## config.mk

```make
export PLATFORM = sky130hd
export DESIGN_NAME = score_digit_ctrl
export DESIGN_NICKNAME = d
export VERILOG_FILES = /design/src/rtl/score_pkg.sv /design/src/rtl/bin2bcd_iter.sv /design/src/rtl/score_digit_ctrl.sv
export SDC_FILE = /design/constraint.sdc
export NUM_CORES = 1
export LEC_CHECK = 0
export BUFFER_PORTS_ARGS = -buffer_cell sky130_fd_sc_hd__buf_2
export CAP_MARGIN = 15
export CORE_UTILIZATION = 57
export CTS_BUF_LIST = sky130_fd_sc_hd__clkbuf_4
export CTS_CLUSTER_DIAMETER = 50
export DETAILED_ROUTE_END_ITERATION = 8
export PLACE_DENSITY = 0.92
export SETUP_SLACK_MARGIN = 0.2
export SLEW_MARGIN = 20
export SYNTH_ARGS = -nofsm -noshare
export SYNTH_HDL_FRONTEND = slang
export SYNTH_SLANG_ARGS = --single-unit
```

## constraint.sdc

```tcl
create_clock -name clk -period 1.8 [get_ports clk]
set_input_delay 0 -clock clk [delete_from_list [all_inputs] [get_ports clk]]
set_output_delay 0 -clock clk [all_outputs]
set_load 0.05 [all_outputs]
```

## src/rtl/score_pkg.sv

```systemverilog
// Shared types and constants for the 3-digit score display controller.
package score_pkg;

    typedef enum logic [1:0] {
        IDLE     = 2'd0,
        CONVERT  = 2'd1,
        WAIT_WIN = 2'd2,
        COMMIT   = 2'd3
    } state_t;

    localparam int SCORE_MAX   = 999;
    localparam int NUM_DIGITS  = 3;
    localparam int BCD_W       = 12;
    localparam int CONV_CYCLES = 10;

    // Double-dabble correction: a nibble >= 5 would overflow past 9 after the shift.
    function automatic logic [3:0] add3(input logic [3:0] nib);
        return (nib >= 4'd5) ? nib + 4'd3 : nib;
    endfunction

    function automatic logic [9:0] sat_score(input logic [9:0] bin);
        return (bin > 10'(SCORE_MAX)) ? 10'(SCORE_MAX) : bin;
    endfunction

endpackage

```

## src/rtl/bin2bcd_iter.sv

```systemverilog
// Iterative 10-bit binary to 3-digit BCD converter, one shift per cycle.
module bin2bcd_iter
    import score_pkg::*;
(
    input  logic             clk,
    input  logic             resetn,
    input  logic             start,
    input  logic [9:0]       bin,
    output logic [BCD_W-1:0] bcd,
    output logic             done
);

    logic [9:0]       sr_p0;
    logic [3:0]       cnt;
    logic             run;
    logic [BCD_W-1:0] adj;

    assign adj  = {add3(bcd[11:8]), add3(bcd[7:4]), add3(bcd[3:0])};
    assign done = run && (cnt == 4'(CONV_CYCLES - 1));

    always_ff @(posedge clk or negedge resetn) begin
        if (!resetn) begin
            run <= 1'b0;
            cnt <= '0;
        end else if (start) begin
            run <= 1'b1;
            cnt <= '0;
        end else if (run) begin
            if (cnt == 4'(CONV_CYCLES - 1))
                run <= 1'b0;
            cnt <= cnt + 4'd1;
        end
    end

    // Datapath: binary MSB shifts into the corrected BCD accumulator
    always_ff @(posedge clk) begin
        if (start) begin
            sr_p0 <= sat_score(bin);
            bcd   <= '0;
        end else if (run) begin
            bcd   <= {adj[BCD_W-2:0], sr_p0[9]};
            sr_p0 <= {sr_p0[8:0], 1'b0};
        end
    end

endmodule

```

## src/rtl/score_digit_ctrl.sv

```systemverilog
// Renders a 3-digit decimal score through one shared digit sprite, committing
// new digits only while the scan is outside the score rows.
module score_digit_ctrl
    import score_pkg::*;
#(
    parameter int X_POS    = 0,
    parameter int Y_POS    = 0,
    parameter int DIGIT_W  = 10,
    parameter int DIGIT_H  = 12,
    parameter int GAP      = 2,
    parameter int BLANK_LZ = 1
) (
    input  logic       clk,
    input  logic       resetn,
    input  logic [8:0] xvga,
    input  logic [7:0] yvga,
    input  logic [9:0] score,
    input  logic       load,
    output logic       busy,
    output logic [3:0] sprite_x,
    output logic [3:0] sprite_y,
    output logic [3:0] number,
    input  logic [2:0] sprite_color,
    output logic [2:0] color,
    output logic       pixel_on
);

    localparam logic [9:0] XP    = 10'(X_POS);
    localparam logic [9:0] YP    = 10'(Y_POS);
    localparam logic [9:0] DW    = 10'(DIGIT_W);
    localparam logic [9:0] DH    = 10'(DIGIT_H);
    localparam logic [9:0] PITCH = 10'(DIGIT_W + GAP);

    state_t           state;
    logic [BCD_W-1:0] disp;
    logic [BCD_W-1:0] bcd;
    logic             conv_done;
    logic             start;

    logic [9:0]       x10;
    logic [9:0]       y10;
    logic [9:0]       left;
    logic             y_in_p0;
    logic             in_win_p0;
    logic             blank_p0;
    logic [1:0]       sel_p0;

    assign start = (state == IDLE) && load;
    assign busy  = (state != IDLE);

    bin2bcd_iter u_conv (
        .clk    (clk),
        .resetn (resetn),
        .start  (start),
        .bin    (score),
        .bcd    (bcd),
        .done   (conv_done)
    );

    always_ff @(posedge clk or negedge resetn) begin
        if (!resetn) begin
            state <= IDLE;
            disp  <= '0;
        end else begin
            case (state)
                IDLE:     if (load) state <= CONVERT;
                CONVERT:  if (conv_done) state <= WAIT_WIN;
                WAIT_WIN: if (!y_in_p0) state <= COMMIT;
                COMMIT: begin
                    disp  <= bcd;
                    state <= IDLE;
                end
                default:  state <= IDLE;
            endcase
        end
    end

    // Stage 0: decode which digit box the scan is in
    assign x10     = {1'b0, xvga};
    assign y10     = {2'b0, yvga};
    assign y_in_p0 = (y10 >= YP) && (y10 < YP + DH);

    always_comb begin
        in_win_p0 = 1'b0;
        sel_p0    = 2'd0;
        sprite_x  = 4'd0;
        left      = '0;
        for (int k = 0; k < NUM_DIGITS; k++) begin
            left = XP + 10'(k) * PITCH;
            if (y_in_p0 && (x10 >= left) && (x10 < left + DW)) begin
                in_win_p0 = 1'b1;
                sel_p0    = 2'(k);
                sprite_x  = 4'(x10 - left);
            end
        end
    end

    always_comb begin
        sprite_y = 4'd0;
        number   = 4'd0;
        if (in_win_p0) begin
            sprite_y = 4'(y10 - YP);
            case (sel_p0)
                2'd0:    number = disp[11:8];
                2'd1:    number = disp[7:4];
                default: number = disp[3:0];
            endcase
        end
    end

    // Leading-zero blanking; the units digit is always shown
    assign blank_p0 = (BLANK_LZ != 0) &&
                      (((sel_p0 == 2'd0) && (disp[11:8] == 4'd0)) ||
                       ((sel_p0 == 2'd1) && (disp[11:4] == 8'd0)));

    // Stage 1: aligned with the sprite ROM's one-cycle latency
    always_ff @(posedge clk or negedge resetn) begin
        if (!resetn)
            pixel_on <= 1'b0;
        else
            pixel_on <= in_win_p0 & ~blank_p0;
    end

    assign color = pixel_on ? sprite_color : 3'b000;

endmodule

```

Yosys cells after proc, flatten, opt, wreduce, memory -nomap -nowiden
Index checks and enable logic that the tools add are counted.
W data, S select, Z words.

storage, ports and cells
  input bits = 33
  output and inout port bits = 17
  memory bits (read-only) = 0
  bits in latches = 0
  register bits after elaboration = 42
  logic and storage cells = 81
  memories kept = 0
  RAM bits = 0

operators by class
  shift-type cells = 0
  magnitude comparators = 12
  mux-type cells = 27
  equality and inequality tests = 8
  multiply operators = 0
  add/subtract/negate cells = 6
  bitwise operators = 2
  reductions and logical operators = 19
  div/mod/pow operators = 0

operators with widths
  kind                    count
  $mux W4                 9
  $mux W10                3
  $ge A4 B3 Y1 const B    3
  $logic_and A1 B1 Y1     11
  $gt A10 B10 Y1 const B  1
  $ge A9 B1 Y1 const B    1
  $ge A9 B4 Y1 const B    1
  $ge A9 B5 Y1 const B    1
  $lt A9 B4 Y1 const B    1
  $lt A9 B5 Y1 const B    1
  $lt A9 B6 Y1 const B    1
  $add A4 B2 Y4 const B   2
  $ge A8 B1 Y1 const B    1
  $logic_not A8 Y1        1
  $lt A8 B4 Y1 const B    1
  $mux W2                 4
  $pmux W2 S4             1
  $pmux W4 S2             1
  $sub A4 B4 Y4 const B   2
  $mux W1                 7
  $mux W3                 2
  $ne A2 B2 Y1 const B    3
  $add A4 B1 Y4 const B   1
  $eq A2 B1 Y1 const B    2
  other kinds (10)        13

Logic depth before layout (Yosys ltp)
  depth in word-level cells = 11
  mapped depth = 8
  gate-level depth less buffers = 7

Hierarchy
Synthesis repeated with hierarchy kept, for this count alone.

unflattened totals
  cell total of the unflattened synthesis = 264
  area, all modules = 2576.2 µm²

modules (own cells, without submodules)
  module            cells each  area an instance (µm²)  times used  seq. area each (µm²)
  bin2bcd_iter      143         1397.6                  1           665.6
  score_digit_ctrl  121         1178.6                  1           375.4

Least setup slack after synthesis
No wires, ideal clock.

  kind = input to output
  start point = input port yvga[7]
  end point = output port sprite_x[2]
  data required time = 1800 ps
  path slack = -500 ps
  buffers on the path = 1
  arrival time = 2300 ps
  cell stages on the path = 6
  cells stage by stage = or4_4 -> a211o_1 -> buf_6 -> nor3_1 -> nand3_1 -> o21ai_0

on the way
  word-level cells in the longest chain between the ends = 7
  elaborated cells on any way between the ends = 12
  those cells by class = order compare: 2; mux: 3; reduce/logical: 7

RTL lines
  item                                                 RTL line                text
  start: declaration                                   score_digit_ctrl.sv:16  input logic [7:0] yvga,
  $ge A8 B1 Y1 / $lt A8 B4 Y1 (equally long branches)  score_digit_ctrl.sv:81  assign y_in_p0 = (y10 >= YP) && (y10 < YP + DH);
  $logic_and A1 B1 Y1 *                                score_digit_ctrl.sv:81
  $logic_and A1 B1 Y1 (2 in series)                    score_digit_ctrl.sv:90  if (y_in_p0 && (x10 >= left) && (x10 < left + DW)) begin
  $mux W4 (2 in series)                                score_digit_ctrl.sv:90
  $mux W4 *                                            score_digit_ctrl.sv:90
  end: declaration                                     score_digit_ctrl.sv:20  output logic [3:0] sprite_x,

Every way passes the cells marked *; elsewhere a longest branch is shown, timed or not.

Worst setup path after layout
  start point = input port yvga[7]
  end point = output port number[0]

on the way
  word-level cells in the longest chain between the ends = 9
  elaborated cells on any way between the ends = 18
  those cells by class = order compare: 2; eq/ne: 1; mux: 7; reduce/logical: 8

RTL lines
  item                                                     RTL line                 text
  $ge A8 B1 Y1 / $lt A8 B4 Y1 (equally long branches)      score_digit_ctrl.sv:81
  $logic_and A1 B1 Y1 *                                    score_digit_ctrl.sv:81
  $logic_and A1 B1 Y1 (2 in series)                        score_digit_ctrl.sv:90
  $mux W1                                                  score_digit_ctrl.sv:90
  $mux W2                                                  score_digit_ctrl.sv:90
  $eq A2 B1 Y1 / $logic_not A2 Y1 (equally long branches)  score_digit_ctrl.sv:103  case (sel_p0)
  $pmux W4 S2                                              score_digit_ctrl.sv:103
  $mux W4 *                                                score_digit_ctrl.sv:101  if (in_win_p0) begin
  end: declaration                                         score_digit_ctrl.sv:22   output logic [3:0] number,

Marked as above.

==> flow_metrics.py <==
metrics = {
    "power_and_ir_drop": {
        "power_mw": 4.42,
        "p_leak_nw": 1.44,
        "ir_worst_vdd_v": 0.00127,
        "power_density_nw_per_um2": 1400,
    },
    "synthesis": {
        "synth_top_area_frac": 0.209,
        "yosysTopAreaCell": "dfrtp_1",
        "syn_inst": 254,
        "synth_top_flop_cell": "dfrtp_1",
        "synth_cell_types": 40,
        "async_flop_share": 0.476,
        "synth-seq-cells": 42,
        "synth_edf_count": 10,
        "ys_warn_count": 0,
        "synthesis.area_um2": 2400,
        "syn_nets": 301,
        "synth_area_leaders": "dfrtp_1, edfxtp_1, dfxtp_1",
        "ys_seq_area_frac": 0.434,
        "avgSynthCellArea_um2": 9.45,
    },
    "placed_design": {
        "pre_cts_ws_ns": -0.139,
        "placedCellCount": 351,
        "hpwl_mm": 3.64,
        "gp_congestion": 0.843,
        "port-buffer-count": 49,
    },
    "floorplan": {
        "fp-row-count": 23,
        "die_x_um": 66.9,
        "fp.dieH_um": 66.9,
        "initial_core_util": 0.596,
        "die_area_um2": 4470,
        "core_um2": 4030,
        "io_pins": 50,
    },
    "sta": {
        "grt_setup_unrepaired": "true",
        "finalSetupViolCount": 5,
        "fin_crit_ns": 1.97,
        "slew_violations": 0,
        "worst_slew_pin_slew_ns": 0.720,
        "holdWs_ns": 0.0678,
        "max_clock_freq_ghz": 0.507,
        "max_slew_margin": 0.520,
        "clock_skew_ns": 0.0147,
        "hold_viol": 0,
        "setup_ws_ns": -0.174,
        "min_period_over_period": 1.10,
    },
    "route": {
        "drc": 0,
        "ant_nets": 0,
        "first_iter_violations": 137,
        "wirelength_mm": 5.94,
        "avgViaCountPerCell": 5.61,
        "drt-wirelength-per-cell_um": 15.8,
        "via_count": 2108,
        "drtPass1Iterations": 4,
    },
    "critical_path": {
        "cp_max_fo": 8,
        "cp.required_ns": 1.80,
        "end_kind": "output port",
        "start_kind": "primary input",
        "r2r_slack_ns": 0.13,
        "worstSetupPathType": "in2out",
        "crit_arrival_ns": 1.97,
    },
    "clocking": {
        "clock_latency_ns": 0.37,
        "cts_sinks": 42,
        "numCtsBuffers": 5,
        "clockRootBuffer": "clkbuf_4",
        "clockBufferDepth": 2,
        "path_clk_slew_ns": 0.13,
        "cts_tree": "yes",
        "cts_max_level": 2,
    },
    "layout": {
        "stdcell_count": 376,
        "nNetsFinal": 372,
        "diodes": 0,
        "layout-drive-gt1-share": 0.331,
        "area_growth_pct": 31.4,
    },
    "global_route": {
        "grt-ovfl-total": 0,
        "first_global_vias": 2004,
        "grt_max_degree": 21,
        "grt_use_total": 0.263,
        "grt_first_pass_wirelength_mm": 8.71,
        "antenna_found_initial": 0,
    },
    "run_status": {
        "status": "finished with violations",
        "violations": "setup timing",
    },
    "run": {
        "cap_violations": 0,
    },
    "min_path": {
        "hold_class": "in2reg",
    },
}
==> per-layer routing <==
metal  global-route usage  part of all wire  up-vias
met2                0.480              0.56       44
met1                0.291              0.39     1033
met5                    0                 0        -
met4                0.122             0.017        0
li1                     -                 -     1021
met3               0.0497             0.037       10
==> placed cells by master, fill, tap and decap left out, drive strengths merged, types with 3 or more instances in the layout <==
cell	n
dfxtp	12
nor4	3
buf	65
o21ai	21
ha	14
nor4b	5
a21oi	14
mux2	10
a31oi	6
nand2	33
and2	10
edfxtp	10
mux2i	6
inv	16
dlygate4sd3	11
nor3	3
nand3	7
clkbuf	5
a21o	4
xnor2	6
nand2b	8
nor2	14
dfrtp	20
==> cells by family (layout without fill, tap and decap cells) <==
group,count (synthesis),after routing,synth area share
flops,42,42,0.434
simple gates,91,91,0.199
buf+inv,29,101,0.0521
xor+xnor,8,8,0.0292
mux,16,16,0.0720
fa+ha+maj,14,14,0.0730
compound gates,54,54,0.141
==> registers in the layout, summed over array words and instances (netlist names) <==
signal	flops
u_conv.sr_p0	10
u_conv.bcd	12
disp	12
u_conv.cnt	4
u_conv.run	1
pixel_on	1
state	2
==> path summary, 6_finish.rpt <==
kind	start	end	cells past startpoint
max	yvga[7]	number[0]	8
min reg2reg	u_conv.bcd[11]	u_conv.bcd[11]	2
min in group asynchronous	resetn	disp[3]	2
min	load	u_conv.run	4
max reg2reg	u_conv.cnt[1]	state[1]	5
max in group asynchronous	resetn	u_conv.cnt[0]	2
==> critical path: stages <==
cell and delay [ns]:
buf_6 0.09, or4_4 0.52, a211o_1 0.29, buf_4 0.21, nor4b_1 0.40, a31oi_1 0.13, o21ai_4 0.16, buf_6 0.17
==> metrics by stage <==
stage / TNS (ns) / instance area [µm²] / utilization
final: -0.282 / 3150 / 0.783
after global routing: -0.551 / 3150 / 0.783
after CTS: 0 / 3030 / 0.753
after detailed placement: -0.947 / 2790 / 0.692
after global placement: -0.538 / 2790 / 0.692
after floorplan: 0 / 2460 / -
==> timing repair <==
| item | 4_1_cts | 5_1_grt |
|---|---|---|
| setup buffers | 3 | 3 |
| cloned | 0 | 0 |
| hold endpoints to repair | 30 | 0 |
| setup endpoints to repair | 14 | 14 |
| hold buffers | 11 | 0 |
| gates resized for setup | 19 | 19 |
| pin swaps | 1 | 3 |
==> synthesized netlist by cell type (4+ instances only) <==
cell type,instances
inv_1,17
edfxtp_1,10
a31oi_1,6
nand2b_1,8
mux2i_1,6
nor4b_1,4
dfrtp_1,20
clkbuf_1,9
nand2_1,33
xnor2_1,6
nand3_1,7
o21ai_0,17
dfxtp_1,12
o21ai_2,4
nor2_1,14
and2_1,10
a21oi_1,13
ha_1,14
a21o_1,4
mux2_2,10
==> layout make-up <==
type,count,area (µm²)
flip-flops and latches,42,1040
clock inverters,3,21.3
inverters,17,67.6
clock buffers,5,37.5
multi-input cells,183,1380
fillers,263,876
well taps,50,62.6
repair buffers,76,542
==> report_power, final <==
group	internal (mW)	switching, mW
logic	1.01	1.03
clock network	0.152	0.326
registers	1.49	0.413
Note: power is estimated with default switching activity, not from simulation.
